[src/rtl/vex_sched_pkg.sv]
// Shared types and constants for the vector-lane execute stage scheduler.
package vex_sched_pkg;

  localparam int DATA_WIDTH_DEF  = 64;
  localparam int MICROOP_BIT_DEF = 9;
  localparam int MUL_LATENCY_DEF = 3;
  localparam int REG_ADDR_DEF    = 5;
  localparam int SEW_W           = 3;
  localparam int MIN_MUL_LATENCY = 2;
  localparam int MAX_MUL_LATENCY = 8;

  // Writeback packet for the default lane configuration.
  typedef struct packed {
    logic [REG_ADDR_DEF-1:0]     dest;
    logic [SEW_W-1:0]            sew;
    logic [DATA_WIDTH_DEF/8-1:0] mask;
    logic [DATA_WIDTH_DEF-1:0]   opc;
    logic [DATA_WIDTH_DEF-1:0]   result;
  } wb_pkt_t;

  // Issued micro-op fields for the default lane configuration.
  typedef struct packed {
    logic                        is_mul;
    logic [MICROOP_BIT_DEF-1:0]  op;
    logic [SEW_W-1:0]            sew;
    logic [REG_ADDR_DEF-1:0]     dest;
    logic [DATA_WIDTH_DEF-1:0]   opa;
    logic [DATA_WIDTH_DEF-1:0]   opb;
    logic [DATA_WIDTH_DEF-1:0]   opc;
    logic [DATA_WIDTH_DEF/8-1:0] mask;
  } exec_req_t;

  // Keeps the multiply latency inside the range the scheduler supports.
  function automatic int clamp_mul_latency(input int lat);
    int r;
    if (lat < MIN_MUL_LATENCY) begin
      r = MIN_MUL_LATENCY;
    end else if (lat > MAX_MUL_LATENCY) begin
      r = MAX_MUL_LATENCY;
    end else begin
      r = lat;
    end
    return r;
  endfunction

endpackage

[src/rtl/vex_sched_if.sv]
// Issue / FU / writeback / load-wait bundle of the execute stage.
interface vex_sched_if
  import vex_sched_pkg::*;
#(
  parameter int DATA_WIDTH  = DATA_WIDTH_DEF,
  parameter int MICROOP_BIT = MICROOP_BIT_DEF,
  parameter int REG_ADDR    = REG_ADDR_DEF
);
  logic                    flush;
  logic                    issue_valid;
  logic                    issue_ready;
  logic                    issue_is_mul;
  logic [MICROOP_BIT-1:0]  issue_op;
  logic [SEW_W-1:0]        issue_sew;
  logic [REG_ADDR-1:0]     issue_dest;
  logic [DATA_WIDTH-1:0]   issue_opa;
  logic [DATA_WIDTH-1:0]   issue_opb;
  logic [DATA_WIDTH-1:0]   issue_opc;
  logic [DATA_WIDTH/8-1:0] issue_mask;

  logic [MICROOP_BIT-1:0]  fu_op;
  logic [SEW_W-1:0]        fu_sew;
  logic [DATA_WIDTH-1:0]   fu_opa;
  logic [DATA_WIDTH-1:0]   fu_opb;
  logic [DATA_WIDTH-1:0]   fu_opc;
  logic [DATA_WIDTH-1:0]   fu_simple_result;
  logic [DATA_WIDTH-1:0]   fu_mul_result;

  logic                    wait_load_in;
  logic [REG_ADDR-1:0]     load_dest_in;
  logic                    wait_load_out;
  logic [REG_ADDR-1:0]     load_dest_out;

  logic                    wb_valid;
  logic [REG_ADDR-1:0]     wb_dest;
  logic [SEW_W-1:0]        wb_sew;
  logic [DATA_WIDTH/8-1:0] wb_mask;
  logic [DATA_WIDTH-1:0]   wb_opc;
  logic [DATA_WIDTH-1:0]   wb_result;

  // Execute-stage side.
  modport slave (
    input  flush, issue_valid, issue_is_mul, issue_op, issue_sew, issue_dest,
           issue_opa, issue_opb, issue_opc, issue_mask,
           fu_simple_result, fu_mul_result, wait_load_in, load_dest_in,
    output issue_ready, fu_op, fu_sew, fu_opa, fu_opb, fu_opc,
           wait_load_out, load_dest_out,
           wb_valid, wb_dest, wb_sew, wb_mask, wb_opc, wb_result
  );

  // Issue / FU / writeback environment side.
  modport master (
    output flush, issue_valid, issue_is_mul, issue_op, issue_sew, issue_dest,
           issue_opa, issue_opb, issue_opc, issue_mask,
           fu_simple_result, fu_mul_result, wait_load_in, load_dest_in,
    input  issue_ready, fu_op, fu_sew, fu_opa, fu_opb, fu_opc,
           wait_load_out, load_dest_out,
           wb_valid, wb_dest, wb_sew, wb_mask, wb_opc, wb_result
  );

endinterface

[src/rtl/vex_latency_pipe.sv]
// Valid + payload shift line; flush drops all valids, payload is don't-care when invalid.
module vex_latency_pipe #(
  parameter int  DEPTH = 2,
  parameter type T     = logic
) (
  input  logic clk,
  input  logic rst,
  input  logic flush,
  input  logic in_valid,
  input  T     in_data,
  output logic out_valid,
  output T     out_data
);

  logic [DEPTH-1:0] valid_q;
  logic [DEPTH-1:0] valid_d;
  T                 data_q [DEPTH];

  // Next valid vector: shift toward the output, or clear everything on flush.
  always_comb begin
    valid_d = valid_q;
    if (flush) begin
      valid_d = '0;
    end else begin
      for (int i = DEPTH - 1; i > 0; i--) begin
        valid_d[i] = valid_q[i-1];
      end
      valid_d[0] = in_valid;
    end
  end

  // Valid and payload registers; payload shifts every cycle.
  always_ff @(posedge clk or posedge rst) begin
    if (rst) begin
      valid_q <= '0;
      for (int i = 0; i < DEPTH; i++) begin
        data_q[i] <= '0;
      end
    end else begin
      valid_q   <= valid_d;
      data_q[0] <= in_data;
      for (int i = 1; i < DEPTH; i++) begin
        data_q[i] <= data_q[i-1];
      end
    end
  end

  assign out_valid = valid_q[DEPTH-1];
  assign out_data  = data_q[DEPTH-1];

endmodule

[src/rtl/vex_sched.sv]
// Vector-lane execute stage: operand hold, writeback-slot reservation,
// multiply metadata pipeline and registered in-order-of-completion writeback.
module vex_sched
  import vex_sched_pkg::*;
#(
  parameter int DATA_WIDTH  = DATA_WIDTH_DEF,
  parameter int MICROOP_BIT = MICROOP_BIT_DEF,
  parameter int MUL_LATENCY = MUL_LATENCY_DEF,
  parameter int REG_ADDR    = REG_ADDR_DEF
) (
  input logic        clk,
  input logic        rst,
  vex_sched_if.slave bus
);

  localparam int MASK_W     = DATA_WIDTH / 8;
  localparam int LAT        = clamp_mul_latency(MUL_LATENCY);
  localparam int PIPE_DEPTH = LAT - 1;

  typedef struct packed {
    logic [MICROOP_BIT-1:0] op;
    logic [SEW_W-1:0]       sew;
    logic [DATA_WIDTH-1:0]  opa;
    logic [DATA_WIDTH-1:0]  opb;
    logic [DATA_WIDTH-1:0]  opc;
  } opnd_t;

  typedef struct packed {
    logic [REG_ADDR-1:0]   dest;
    logic [SEW_W-1:0]      sew;
    logic [MASK_W-1:0]     mask;
    logic [DATA_WIDTH-1:0] opc;
  } meta_t;

  typedef struct packed {
    logic [REG_ADDR-1:0]   dest;
    logic [SEW_W-1:0]      sew;
    logic [MASK_W-1:0]     mask;
    logic [DATA_WIDTH-1:0] opc;
    logic [DATA_WIDTH-1:0] result;
  } wb_t;

  logic                ready_s;
  logic                fire_s;
  logic                mul_fire_s;
  logic                simple_fire_s;
  logic [LAT:1]        res_q;
  logic [LAT:1]        res_d;
  opnd_t               issue_opnd_s;
  opnd_t               hold_q;
  opnd_t               hold_d;
  meta_t               issue_meta_s;
  meta_t               mul_meta_s;
  logic                mul_meta_valid_s;
  wb_t                 wb_q;
  wb_t                 wb_d;
  logic                wait_load_q;
  logic [REG_ADDR-1:0] load_dest_q;

  // res_q[1] is the slot retiring this cycle (it is wb_valid), so a simple op
  // firing now would land on the slot flagged by res_q[2]; multiplies bypass the check.
  always_comb begin
    ready_s = !(res_q[2] && !bus.issue_is_mul) && !bus.flush;
  end

  // Handshake qualification and per-path fire strobes.
  always_comb begin
    fire_s        = bus.issue_valid && ready_s;
    mul_fire_s    = fire_s && bus.issue_is_mul;
    simple_fire_s = fire_s && !bus.issue_is_mul;
  end

  // Pack the incoming operand and metadata fields.
  always_comb begin
    issue_opnd_s.op   = bus.issue_op;
    issue_opnd_s.sew  = bus.issue_sew;
    issue_opnd_s.opa  = bus.issue_opa;
    issue_opnd_s.opb  = bus.issue_opb;
    issue_opnd_s.opc  = bus.issue_opc;
    issue_meta_s.dest = bus.issue_dest;
    issue_meta_s.sew  = bus.issue_sew;
    issue_meta_s.mask = bus.issue_mask;
    issue_meta_s.opc  = bus.issue_opc;
  end

  // Operand bus: live issue fields on fire, otherwise the held copy; this is also the next hold value.
  always_comb begin
    if (fire_s) begin
      hold_d = issue_opnd_s;
    end else begin
      hold_d = hold_q;
    end
  end

  // Operand hold registers keep the FU inputs stable while a multiply is in flight.
  always_ff @(posedge clk or posedge rst) begin
    if (rst) begin
      hold_q <= '0;
    end else begin
      hold_q <= hold_d;
    end
  end

  // Reservation shifter: a multiply claims the far slot, a simple op the nearest one.
  always_comb begin
    res_d = '0;
    if (bus.flush) begin
      res_d = '0;
    end else begin
      for (int k = 1; k < LAT; k++) begin
        res_d[k] = res_q[k+1];
      end
      res_d[LAT] = mul_fire_s;
      res_d[1]   = res_d[1] | simple_fire_s;
    end
  end

  // Reservation vector register.
  always_ff @(posedge clk or posedge rst) begin
    if (rst) begin
      res_q <= '0;
    end else begin
      res_q <= res_d;
    end
  end

  vex_latency_pipe #(
    .DEPTH (PIPE_DEPTH),
    .T     (meta_t)
  ) u_meta_pipe (
    .clk       (clk),
    .rst       (rst),
    .flush     (bus.flush),
    .in_valid  (mul_fire_s),
    .in_data   (issue_meta_s),
    .out_valid (mul_meta_valid_s),
    .out_data  (mul_meta_s)
  );

  // Writeback capture: simple result on simple fire, multiply result when its metadata
  // reaches the end of the pipe; nothing is captured in a flush cycle.
  always_comb begin
    wb_d = wb_q;
    if (bus.flush) begin
      wb_d = wb_q;
    end else if (simple_fire_s) begin
      wb_d.dest   = bus.issue_dest;
      wb_d.sew    = bus.issue_sew;
      wb_d.mask   = bus.issue_mask;
      wb_d.opc    = bus.issue_opc;
      wb_d.result = bus.fu_simple_result;
    end else if (mul_meta_valid_s) begin
      wb_d.dest   = mul_meta_s.dest;
      wb_d.sew    = mul_meta_s.sew;
      wb_d.mask   = mul_meta_s.mask;
      wb_d.opc    = mul_meta_s.opc;
      wb_d.result = bus.fu_mul_result;
    end else begin
      wb_d = wb_q;
    end
  end

  // Writeback field register; fields hold their last value on idle cycles.
  always_ff @(posedge clk or posedge rst) begin
    if (rst) begin
      wb_q <= '0;
    end else begin
      wb_q <= wb_d;
    end
  end

  // Load-wait passthrough, one register stage, unaffected by flush.
  always_ff @(posedge clk or posedge rst) begin
    if (rst) begin
      wait_load_q <= 1'b0;
      load_dest_q <= '0;
    end else begin
      wait_load_q <= bus.wait_load_in;
      load_dest_q <= bus.load_dest_in;
    end
  end

  assign bus.issue_ready   = ready_s;
  assign bus.fu_op         = hold_d.op;
  assign bus.fu_sew        = hold_d.sew;
  assign bus.fu_opa        = hold_d.opa;
  assign bus.fu_opb        = hold_d.opb;
  assign bus.fu_opc        = hold_d.opc;
  assign bus.wb_valid      = res_q[1];
  assign bus.wb_dest       = wb_q.dest;
  assign bus.wb_sew        = wb_q.sew;
  assign bus.wb_mask       = wb_q.mask;
  assign bus.wb_opc        = wb_q.opc;
  assign bus.wb_result     = wb_q.result;
  assign bus.wait_load_out = wait_load_q;
  assign bus.load_dest_out = load_dest_q;

endmodule

[src/flat_wrapper.sv]
// flat-port wrapper written by rule: the top's interface ports become plain ports
module vex_sched_flat import vex_sched_pkg::*;
#(
  parameter int DATA_WIDTH  = DATA_WIDTH_DEF,
  parameter int MICROOP_BIT = MICROOP_BIT_DEF,
  parameter int MUL_LATENCY = MUL_LATENCY_DEF,
  parameter int REG_ADDR    = REG_ADDR_DEF
)
  (clk, rst, bus_flush, bus_issue_valid, bus_issue_is_mul, bus_issue_op, bus_issue_sew, bus_issue_dest, bus_issue_opa, bus_issue_opb, bus_issue_opc, bus_issue_mask, bus_fu_simple_result, bus_fu_mul_result, bus_wait_load_in, bus_load_dest_in, bus_issue_ready, bus_fu_op, bus_fu_sew, bus_fu_opa, bus_fu_opb, bus_fu_opc, bus_wait_load_out, bus_load_dest_out, bus_wb_valid, bus_wb_dest, bus_wb_sew, bus_wb_mask, bus_wb_opc, bus_wb_result);
  vex_sched_if #(.DATA_WIDTH(DATA_WIDTH), .MICROOP_BIT(MICROOP_BIT), .REG_ADDR(REG_ADDR)) bus_i ();
  input logic clk;
  input logic rst;
  input wire logic [$bits(bus_i.flush)-1:0] bus_flush;
  input wire logic [$bits(bus_i.issue_valid)-1:0] bus_issue_valid;
  input wire logic [$bits(bus_i.issue_is_mul)-1:0] bus_issue_is_mul;
  input wire logic [$bits(bus_i.issue_op)-1:0] bus_issue_op;
  input wire logic [$bits(bus_i.issue_sew)-1:0] bus_issue_sew;
  input wire logic [$bits(bus_i.issue_dest)-1:0] bus_issue_dest;
  input wire logic [$bits(bus_i.issue_opa)-1:0] bus_issue_opa;
  input wire logic [$bits(bus_i.issue_opb)-1:0] bus_issue_opb;
  input wire logic [$bits(bus_i.issue_opc)-1:0] bus_issue_opc;
  input wire logic [$bits(bus_i.issue_mask)-1:0] bus_issue_mask;
  input wire logic [$bits(bus_i.fu_simple_result)-1:0] bus_fu_simple_result;
  input wire logic [$bits(bus_i.fu_mul_result)-1:0] bus_fu_mul_result;
  input wire logic [$bits(bus_i.wait_load_in)-1:0] bus_wait_load_in;
  input wire logic [$bits(bus_i.load_dest_in)-1:0] bus_load_dest_in;
  output wire logic [$bits(bus_i.issue_ready)-1:0] bus_issue_ready;
  output wire logic [$bits(bus_i.fu_op)-1:0] bus_fu_op;
  output wire logic [$bits(bus_i.fu_sew)-1:0] bus_fu_sew;
  output wire logic [$bits(bus_i.fu_opa)-1:0] bus_fu_opa;
  output wire logic [$bits(bus_i.fu_opb)-1:0] bus_fu_opb;
  output wire logic [$bits(bus_i.fu_opc)-1:0] bus_fu_opc;
  output wire logic [$bits(bus_i.wait_load_out)-1:0] bus_wait_load_out;
  output wire logic [$bits(bus_i.load_dest_out)-1:0] bus_load_dest_out;
  output wire logic [$bits(bus_i.wb_valid)-1:0] bus_wb_valid;
  output wire logic [$bits(bus_i.wb_dest)-1:0] bus_wb_dest;
  output wire logic [$bits(bus_i.wb_sew)-1:0] bus_wb_sew;
  output wire logic [$bits(bus_i.wb_mask)-1:0] bus_wb_mask;
  output wire logic [$bits(bus_i.wb_opc)-1:0] bus_wb_opc;
  output wire logic [$bits(bus_i.wb_result)-1:0] bus_wb_result;
  assign bus_i.flush = bus_flush;
  assign bus_i.issue_valid = bus_issue_valid;
  assign bus_i.issue_is_mul = bus_issue_is_mul;
  assign bus_i.issue_op = bus_issue_op;
  assign bus_i.issue_sew = bus_issue_sew;
  assign bus_i.issue_dest = bus_issue_dest;
  assign bus_i.issue_opa = bus_issue_opa;
  assign bus_i.issue_opb = bus_issue_opb;
  assign bus_i.issue_opc = bus_issue_opc;
  assign bus_i.issue_mask = bus_issue_mask;
  assign bus_i.fu_simple_result = bus_fu_simple_result;
  assign bus_i.fu_mul_result = bus_fu_mul_result;
  assign bus_i.wait_load_in = bus_wait_load_in;
  assign bus_i.load_dest_in = bus_load_dest_in;
  assign bus_issue_ready = bus_i.issue_ready;
  assign bus_fu_op = bus_i.fu_op;
  assign bus_fu_sew = bus_i.fu_sew;
  assign bus_fu_opa = bus_i.fu_opa;
  assign bus_fu_opb = bus_i.fu_opb;
  assign bus_fu_opc = bus_i.fu_opc;
  assign bus_wait_load_out = bus_i.wait_load_out;
  assign bus_load_dest_out = bus_i.load_dest_out;
  assign bus_wb_valid = bus_i.wb_valid;
  assign bus_wb_dest = bus_i.wb_dest;
  assign bus_wb_sew = bus_i.wb_sew;
  assign bus_wb_mask = bus_i.wb_mask;
  assign bus_wb_opc = bus_i.wb_opc;
  assign bus_wb_result = bus_i.wb_result;
  vex_sched #(.DATA_WIDTH(DATA_WIDTH), .MICROOP_BIT(MICROOP_BIT), .MUL_LATENCY(MUL_LATENCY), .REG_ADDR(REG_ADDR)) u_core (.clk(clk), .rst(rst), .bus(bus_i));
endmodule
[config.mk]
export PLATFORM = sky130hd
export DESIGN_NAME = vex_sched_flat
export DESIGN_NICKNAME = d
export VERILOG_FILES = /design/src/rtl/vex_sched_pkg.sv /design/src/rtl/vex_sched_if.sv /design/src/rtl/vex_latency_pipe.sv /design/src/rtl/vex_sched.sv /design/src/flat_wrapper.sv
export SDC_FILE = /design/constraint.sdc
export NUM_CORES = 1
export LEC_CHECK = 0
export CAP_MARGIN = 25
export CORE_AREA = 2 2 276 278
export CTS_CLUSTER_DIAMETER = 120
export DETAILED_ROUTE_END_ITERATION = 10
export DIE_AREA = 0 0 278 280
export GPL_ROUTABILITY_DRIVEN = 0
export PLACE_DENSITY = 0.58
export SLEW_MARGIN = 25
export SYNTH_ARGS = -nofsm -noshare
export SYNTH_HDL_FRONTEND = slang
export SYNTH_HIERARCHICAL = 1
export SYNTH_SLANG_ARGS = --single-unit
[constraint.sdc]
create_clock -name clk -period 12.5 [get_ports clk]
set_input_delay 1.25 -clock clk [delete_from_list [all_inputs] [get_ports clk]]
set_output_delay 1.25 -clock clk [all_outputs]
set_load 0.02 [all_outputs]
## Yosys cells after proc, flatten, opt, wreduce, memory -nomap -nowiden

Index checks and enable logic that the tools add are counted.

- Flip-flop bits (word level): 519
- Input bits: 356
- Output and inout bits: 356
- Word-level logic and storage cells: 39

- Mux-type cells: 5
- Bitwise operators: 2
- Reductions and logical operators: 10

Operator list:

| operator | number |
|---|---|
| 144-bit two-way mux | 2 |
| 204-bit two-way mux | 1 |
| 1-bit logical AND | 5 |
| 1-bit logical NOT | 3 |
| 3-bit two-way mux | 1 |
| 2-bit two-way mux | 1 |
| 2-bit AND reduction | 1 |
| 2-bit nonzero test | 1 |
| 1-bit inverter | 1 |
| 1-bit OR | 1 |

## Longest topological paths before layout

Gate-level depths: netlist of run 1.

- Depth after elaboration: 8
- Gate-level depth with buffers: 6
- Mapped depth without buffers: 4

## By module

The synthesis of run 1 kept the hierarchy.

Modules (own cells, without submodules):

| module | instances | cells an instance | area each (um^2) | sequential area each (um^2) |
|---|---|---|---|---|
| vex_sched | 1 | 917 | 14975.6 | 8933.6 |
| vex_latency_pipe | 1 | 245 | 4670.7 | 4053.9 |

## Worst setup path after synthesis of run 1

Ideal clock, no wire load.

- Path kind: input to output
- Start point: input bus_issue_is_mul
- End point: output bus_fu_opa[0]
- Arrival: 2.313 ns
- Data required time: 11.250 ns
- Setup slack: 8.937 ns
- Stages: 4
- Path buffers: 2
- Cell sequence: o211ai_2 > buf_2 > buf_2 > mux2_2

- Cells in the longest elaborated chain, start to end: 6

RTL lines:

| what | line | source |
|---|---|---|
| from (decl) | flat_wrapper.sv:15 | `input wire logic [$bits(bus_i.issue_is_mul)-1:0] bus_issue_is_mul;` |
| 1-bit logical NOT | vex_sched.sv:63 | `ready_s = !(res_q[2] && !bus.issue_is_mul) && !bus.flush;` |
| 1-bit logical AND | vex_sched.sv:63 |  |
| 1-bit logical NOT | vex_sched.sv:63 |  |
| 1-bit logical AND | vex_sched.sv:63 |  |
| 1-bit logical AND | vex_sched.sv:68 | `fire_s = bus.issue_valid && ready_s;` |
| 204-bit two-way mux | vex_sched.sv:88 | `if (fire_s) begin` |
| to (decl) | flat_wrapper.sv:30 | `output wire logic [$bits(bus_i.fu_opa)-1:0] bus_fu_opa;` |

No other way between the ends.

## Worst setup path in the final report of run 1

- Start point: input bus_flush
- End point: output bus_fu_opa[57]

- Cells in the longest elaborated chain, start to end: 4

RTL lines:

| what | line | source |
|---|---|---|
| from (decl) | flat_wrapper.sv:13 | `input wire logic [$bits(bus_i.flush)-1:0] bus_flush;` |
| 1-bit logical NOT | vex_sched.sv:63 |  |
| 1-bit logical AND | vex_sched.sv:63 |  |
| 1-bit logical AND | vex_sched.sv:68 |  |
| 204-bit two-way mux | vex_sched.sv:88 |  |

No other way between the ends.

==> run_results.csv, run 1 <==
group,metric,value,unit
routing,wl_per_cell,20.4,um
global_routing,use_met3,0.0370,
synthesis,ys_warn_count,6,
routing,dr_total_vias,11705,
routing,vias_per_cell,4.13,
cells_and_area,nFillCells,7006,
floorplanning,chipHeight,280,um
cells_and_area,layout-drive-gt1-share,0.320,
critical_path,start_kind,"primary input",
place,port_buffers,711,
routing,drt_iter0_markers,474,
pwr,p_per_area,170,mW/mm2
timing,period_share,0.480,
clocking,cts-buffers-inserted,57,
timing,slew_violations,0,
clocking,cts_root_buf,"clkbuf_16",
critical_path,crit_fanout,142,
routing,routed_wirelength,57.9,mm
critical_path,worstSetupEndpointType,"output port",
routing,first_pass_iters,4,
critical_path,cp.depth,7,
pwr,peakVddDrop,0.111,mV
routing,drc,0,
critical_path,rr_worst_depth,5,
synthesis,synthTopCellsByArea,"dfrtp_1, mux2_2, buf_4",
clocking,cts_tree,"built",
floorplanning,ioPinCount,712,
global_routing,grt_start_max_net_pins,143,
synthesis,synth_top_cell_area_share,0.661,
synthesis,syn-instance-count,1162,
pwr,p_leak,11.9,nW
cells_and_area,seq_area,0.0130,mm2
clocking,path_clk_slew,0.06,ns
global_routing,grt_busiest_layer,"met2",
clocking,clock_sinks,519,
synthesis,avgSynthCellArea,16.9,um2
global_routing,grtUsageMet1,0.162,
place,dpl.hpwl,41.9,mm
critical_path,crit_end,"bus_fu_opa[57]",
timing,rsz0062_at_grt,"false",
critical_path,critical_path.most_common_cell,"clkdlybuf4s50_1",
cells_and_area,multiInputGateArea,0.00568,mm2
critical_path,critPathMaxStageDelay,0.76,ns
global_routing,track_usage,0.143,
synthesis,yosys.area.top_type,"dfrtp_1",
critical_path,crit_family,"buffers and inverters",
critical_path,reg2reg_from,"u_core/res_q[2]",
critical_path,critPathRequiredTime,11.25,ns
clocking,cts_resized,0,
floorplanning,dieArea,0.0778,mm2
critical_path,worst-path-buf-inv,5,
timing,finalHoldViolations,0,
synthesis,synth_cell_types,16,
timing,skew,0.0215,ns
floorplanning,fp-row-count,101,
worst_hold_path,hold_class,"reg2reg",
synthesis,ys_ff_latch,519,
critical_path,startpoint,"bus_flush",
timing,setup_violations,0,
clocking,h-tree-depth,2,
clocking,hold_buffers,0,
floorplanning,core,0.0752,mm2
synthesis,synth-seq-area-share,0.661,
synthesis,synthesis.area,0.0196,mm2
global_routing,first_global_vias,13103,
place,dpl.cell_count,2728,
run,drv_cap,0,
critical_path,r2r_end,"u_core/bus.wb_result[58]",
critical_path,slowest_stage,"buf_4",
timing,fmax,0.167,GHz
floorplanning,die_w,278,um
clocking,post-cts-setup-buffers,0,
timing,period_needed,5.99,ns
critical_path,cp_cell_sequence,"clkdlybuf4s50_1 -> inv_1 -> o211ai_4 -> buf_12 -> buf_4 -> mux2_2 -> clkdlybuf4s50_1",
global_routing,antenna_found_initial,5,
global_routing,grt_pass1_wl,84.7,mm
critical_path,crit_arrival,4.74,ns
timing,max_slew_margin,0.342,
timing,worst_pin_slew,0.987,ns
clocking,clockBufferDepth,3,
synthesis,synthesis.nets,1518,
global_routing,grt_use_met2,0.258,
cells_and_area,nNetsFinal,2165,
critical_path,r2r_slack,9.61,ns
timing,tns,0,ns
cells_and_area,layout.cells.non_filler,2834,
run_status,status,"finished clean",
floorplanning,initial_core_util,0.261,
critical_path,worstSetupPathType,"in2out",
cells_and_area,syn2layout_area_growth,47.8,%
global_routing,overflow,0,
routing,ant_nets,0,
clocking,clk_latency,0.61,ns
## where the power goes
| group | internal [mW] | total (mW) | switching (mW) |
|---|---|---|---|
| logic | 0.651 | 1.25 | 0.599 |
| clock network | 0.986 | 1.67 | 0.687 |
| registers | 1.92 | 2.00 | 0.0871 |
## worst min-delay path by stage
stage	cells past startpoint	endpoint	from
final	0	u_core/u_meta_pipe/out_data[4]	u_core/u_meta_pipe/data_q[84]
after global routing	0	u_core/u_meta_pipe/out_data[43]	u_core/u_meta_pipe/data_q[123]
after CTS	0	u_core/u_meta_pipe/out_data[4]	u_core/u_meta_pipe/data_q[84]
after detailed placement	0	u_core/u_meta_pipe/out_data[10]	u_core/u_meta_pipe/data_q[90]
after global placement	0	u_core/u_meta_pipe/out_data[9]	u_core/u_meta_pipe/data_q[89]
after floorplan	0	u_core/u_meta_pipe/out_data[0]	u_core/u_meta_pipe/data_q[80]
## synthesized netlist by cell type
library cell,instances
a21oi_1,1
buf_12,1
buf_2,30
buf_4,97
buf_6,1
buf_8,5
dfrtp_1,519
inv_1,5
mux2_2,483
mux2_4,9
nor2_1,4
nor2b_1,3
nor3b_1,1
nor4b_2,1
o211ai_2,1
o21a_1,1
## area by class of cell
type,instances,area share
Sequential cell,519,0.447
Timing Repair Buffer,722,0.249
Multi-Input combinational cell,504,0.196
Clock buffer,89,0.0581
Tap cell,978,0.0422
Clock inverter,15,0.00642
Inverter,5,0.00108
Antenna cell,2,0.000172
## registers in the layout, indices dropped and copies added (netlist names)
| register | cells |
|---|---|
| u_core/bus.wb_mask | 8 |
| u_core/hold_q | 204 |
| u_core/bus.wb_sew | 3 |
| u_core/bus.wb_result | 64 |
| u_core/u_meta_pipe/valid_q | 2 |
| u_core/bus.wait_load_out | 1 |
| u_core/bus.load_dest_out | 5 |
| u_core/res_q | 3 |
| u_core/bus.wb_dest | 5 |
| u_core/u_meta_pipe/out_data | 80 |
| u_core/u_meta_pipe/data_q | 80 |
| u_core/bus.wb_opc | 64 |
## through the flow
step	cell area [um2]	utilization	hold WS (ns)	total power, mW	setup slack (ns)
floorplan	19600	-	0.331	2.63	1.34
global placement	27100	0.361	0.331	3.28	6.62
detailed placement	27100	0.361	0.335	3.30	6.51
CTS	29000	0.386	0.345	5.01	6.51
global route	29000	0.386	0.350	5.15	6.30
finish	29000	0.386	0.343	4.93	6.51
## metal layers
| metal | routed length, um | up-vias | share of wire |
|---|---|---|---|
| met2 | 30200 | 388 | 0.52 |
| met4 | 2030 | 2 | 0.035 |
| met5 | 8 | - | 0.00014 |
| li1 | - | 5255 | - |
| met3 | 3580 | 102 | 0.062 |
| met1 | 22100 | 5958 | 0.38 |
## kinds of logic (layout without fill, tap and decap cells)
group	count (synthesis)	after routing	share of synthesized area
other	0	2	0
flip-flops	519	519	0.661
AND/OR/NAND/NOR	9	9	0.00287
AO/OA/AOI/OAI	3	3	0.00127
multiplexers	492	492	0.284
buffers and inverters	139	831	0.0511
## cells in the final DEF (no fill, tap or decap), types with 2 or more instances in the layout
cell type and instances:
buf_12 2, buf_4 8, bufinv_16 3, clkbuf_1 18, clkbuf_16 57, clkbuf_8 14, clkdlybuf4s50_1 711, clkinv_2 6
clkinv_4 2, clkinv_8 2, dfrtp_1 519, diode_2 2, inv_1 3, inv_6 2, mux2_2 483, mux2_4 9
nor2_1 4, nor2b_1 3
Note: power is estimated with default switching activity, not from simulation.
==> run 2, diff against run 1 <==
==> constraint.sdc (replaced) <==
create_clock -name clk -period 5.8 [get_ports clk]
set_input_delay 0.58 -clock clk [delete_from_list [all_inputs] [get_ports clk]]
set_output_delay 0.58 -clock clk [all_outputs]
set_load 0.02 [all_outputs]
==> run 2 against run 1 <==
  * Final area rose by 0.68%
  * Total power up 120%
  * Count of clock-buffer cells in the layout is 5 lower
  * Cell count did not move
==> run_results.csv, run 2 (synthesis gave the netlist of run 1 again) <==
group,metric,value,unit
critical_path,r2r_slack,3.28,ns
global_routing,use_met3,0.0414,
timing,max_slew_margin,0.343,
cells_and_area,largest_reg_flops,204,
pwr,p_leak,11.9,nW
global_routing,grt_pass1_wl,84.8,mm
cells_and_area,regMostFlops,"u_core/hold_q",
global_routing,track_usage,0.142,
clocking,cts_resized,0,
critical_path,crit_end,"bus_fu_opb[7]",
worst_hold_path,hold_depth,0,
clocking,cts-buffers-inserted,59,
floorplanning,dieArea,0.0778,mm2
timing,slew_violations,0,
timing,rsz0062_at_grt,"false",
critical_path,start_kind,"primary input",
floorplanning,die_w,278,um
timing,tns,0,ns
routing,drt_iter0_markers,281,
clocking,hold_buffers,0,
global_routing,grt_use_met2,0.255,
routing,dr_total_vias,11651,
timing,skew,0.0487,ns
cells_and_area,syn2layout_area_growth,48.8,%
clocking,post-cts-setup-buffers,0,
routing,wl_per_cell,20.1,um
pwr,peakVddDrop,0.267,mV
clocking,h-tree-depth,2,
floorplanning,initial_core_util,0.261,
clocking,clock_sinks,519,
place,dp_slack,1.82,ns
routing,routed_wirelength,56.9,mm
floorplanning,ioPinCount,712,
clocking,clockBufferDepth,3,
global_routing,grt_busiest_layer,"met2",
critical_path,worstSetupEndpointType,"output port",
clocking,cts_root_buf,"clkbuf_16",
timing,fin_ws,1.80,ns
timing,period_share,0.689,
critical_path,reg2reg_from,"u_core/res_q[2]",
worst_hold_path,hold_class,"reg2reg",
run,drv_cap,0,
clocking,clk_latency,0.62,ns
place,port_buffers,711,
timing,setup_violations,0,
clocking,cts_tree,"built",
critical_path,worstSetupPathType,"in2out",
timing,finalHoldViolations,0,
critical_path,r2r_end,"u_core/bus.wb_opc[20]",
critical_path,crit_arrival,3.42,ns
place,dpl.hpwl,41.6,mm
cells_and_area,nNetsFinal,2169,
cells_and_area,layout_common_cells,"clkdlybuf4s50_1, dfrtp_1, mux2_2, clkbuf_16, clkbuf_8",
global_routing,grt_start_max_net_pins,142,
floorplanning,chipHeight,280,um
routing,ant_nets,0,
critical_path,rr_worst_depth,5,
global_routing,first_global_vias,13298,
clocking,path_clk_slew,0.06,ns
cells_and_area,stdcell_area,0.0292,mm2
global_routing,grtUsageMet1,0.159,
pwr,p_per_area,370,mW/mm2
cells_and_area,layout-drive-gt1-share,0.325,
routing,drc,0,
timing,fmax,0.250,GHz
cells_and_area,nFillCells,6984,
timing,period_needed,4.00,ns
cells_and_area,seq_area,0.0130,mm2
critical_path,crit_fanout,130,
floorplanning,core,0.0752,mm2
global_routing,overflow,0,
place,placed_area,0.0272,mm2
critical_path,startpoint,"bus_flush",
cells_and_area,final_common_cell,"clkdlybuf4s50_1",
routing,first_pass_iters,4,
critical_path,critPathRequiredTime,5.22,ns
global_routing,antenna_found_initial,4,
floorplanning,fp-row-count,101,
routing,vias_per_cell,4.11,
cells_and_area,multiInputGateArea,0.00568,mm2
run_status,status,"finished clean",
timing,worst_pin_slew,0.986,ns
[run 2: critical path, stage by stage]
cell,delay (ns)
clkdlybuf4s50_1,0.64
inv_1,0.15
o211ai_4,0.21
buf_12,0.41
mux2_2,0.44
clkdlybuf4s50_1,0.64
[run 2: worst min-delay path by stage]
stage	from	end	slack, ns
floorplan	u_core/u_meta_pipe/data_q[80]	u_core/u_meta_pipe/out_data[0]	0.33
global placement	u_core/u_meta_pipe/data_q[136]	u_core/u_meta_pipe/out_data[56]	0.33
detailed placement	u_core/u_meta_pipe/data_q[157]	u_core/u_meta_pipe/out_data[77]	0.33
CTS	u_core/u_meta_pipe/data_q[138]	u_core/u_meta_pipe/out_data[58]	0.34
global route	u_core/u_meta_pipe/data_q[138]	u_core/u_meta_pipe/out_data[58]	0.34
finish	u_core/u_meta_pipe/data_q[138]	u_core/u_meta_pipe/out_data[58]	0.34
[run 2: where the power goes]
part           switching (mW)  total, mW  internal [mW]  leakage, nW
Sequential              0.193       4.32           4.13         6.10
Clock                    1.50       3.81           2.31        0.986
Combinational            1.29       2.69           1.41         4.86
Total                    2.98       10.8           7.85         11.9
[run 2: layout make-up]
class	count	share of cell area
Inverter	5	0.000942
Clock buffer	84	0.0585
Sequential cell	519	0.444
Tap cell	978	0.0419
Antenna cell	1	0.0000856
Multi-Input combinational cell	504	0.194
Timing Repair Buffer	724	0.249
Clock inverter	19	0.0104
[run 2: metal layers]
layer  up-vias  routed length (um)
li1       5243                   -
met1      5911               21200
met2       390               29800
met3       103                3860
met4         4                2020
met5         -                  21
[run 2: per-stage QoR]
step | hold WS [ns] | total power, mW | std cells | utilization
2_1_floorplan | 0.331 | 5.67 | 1162 | -
3_3_place_gp | 0.332 | 7.08 | 2730 | 0.362
3_5_place_dp | 0.335 | 7.12 | 2730 | 0.362
4_1_cts | 0.342 | 11.0 | 2833 | 0.389
5_1_grt | 0.338 | 11.3 | 2833 | 0.389
6_report | 0.341 | 10.8 | 2834 | 0.389
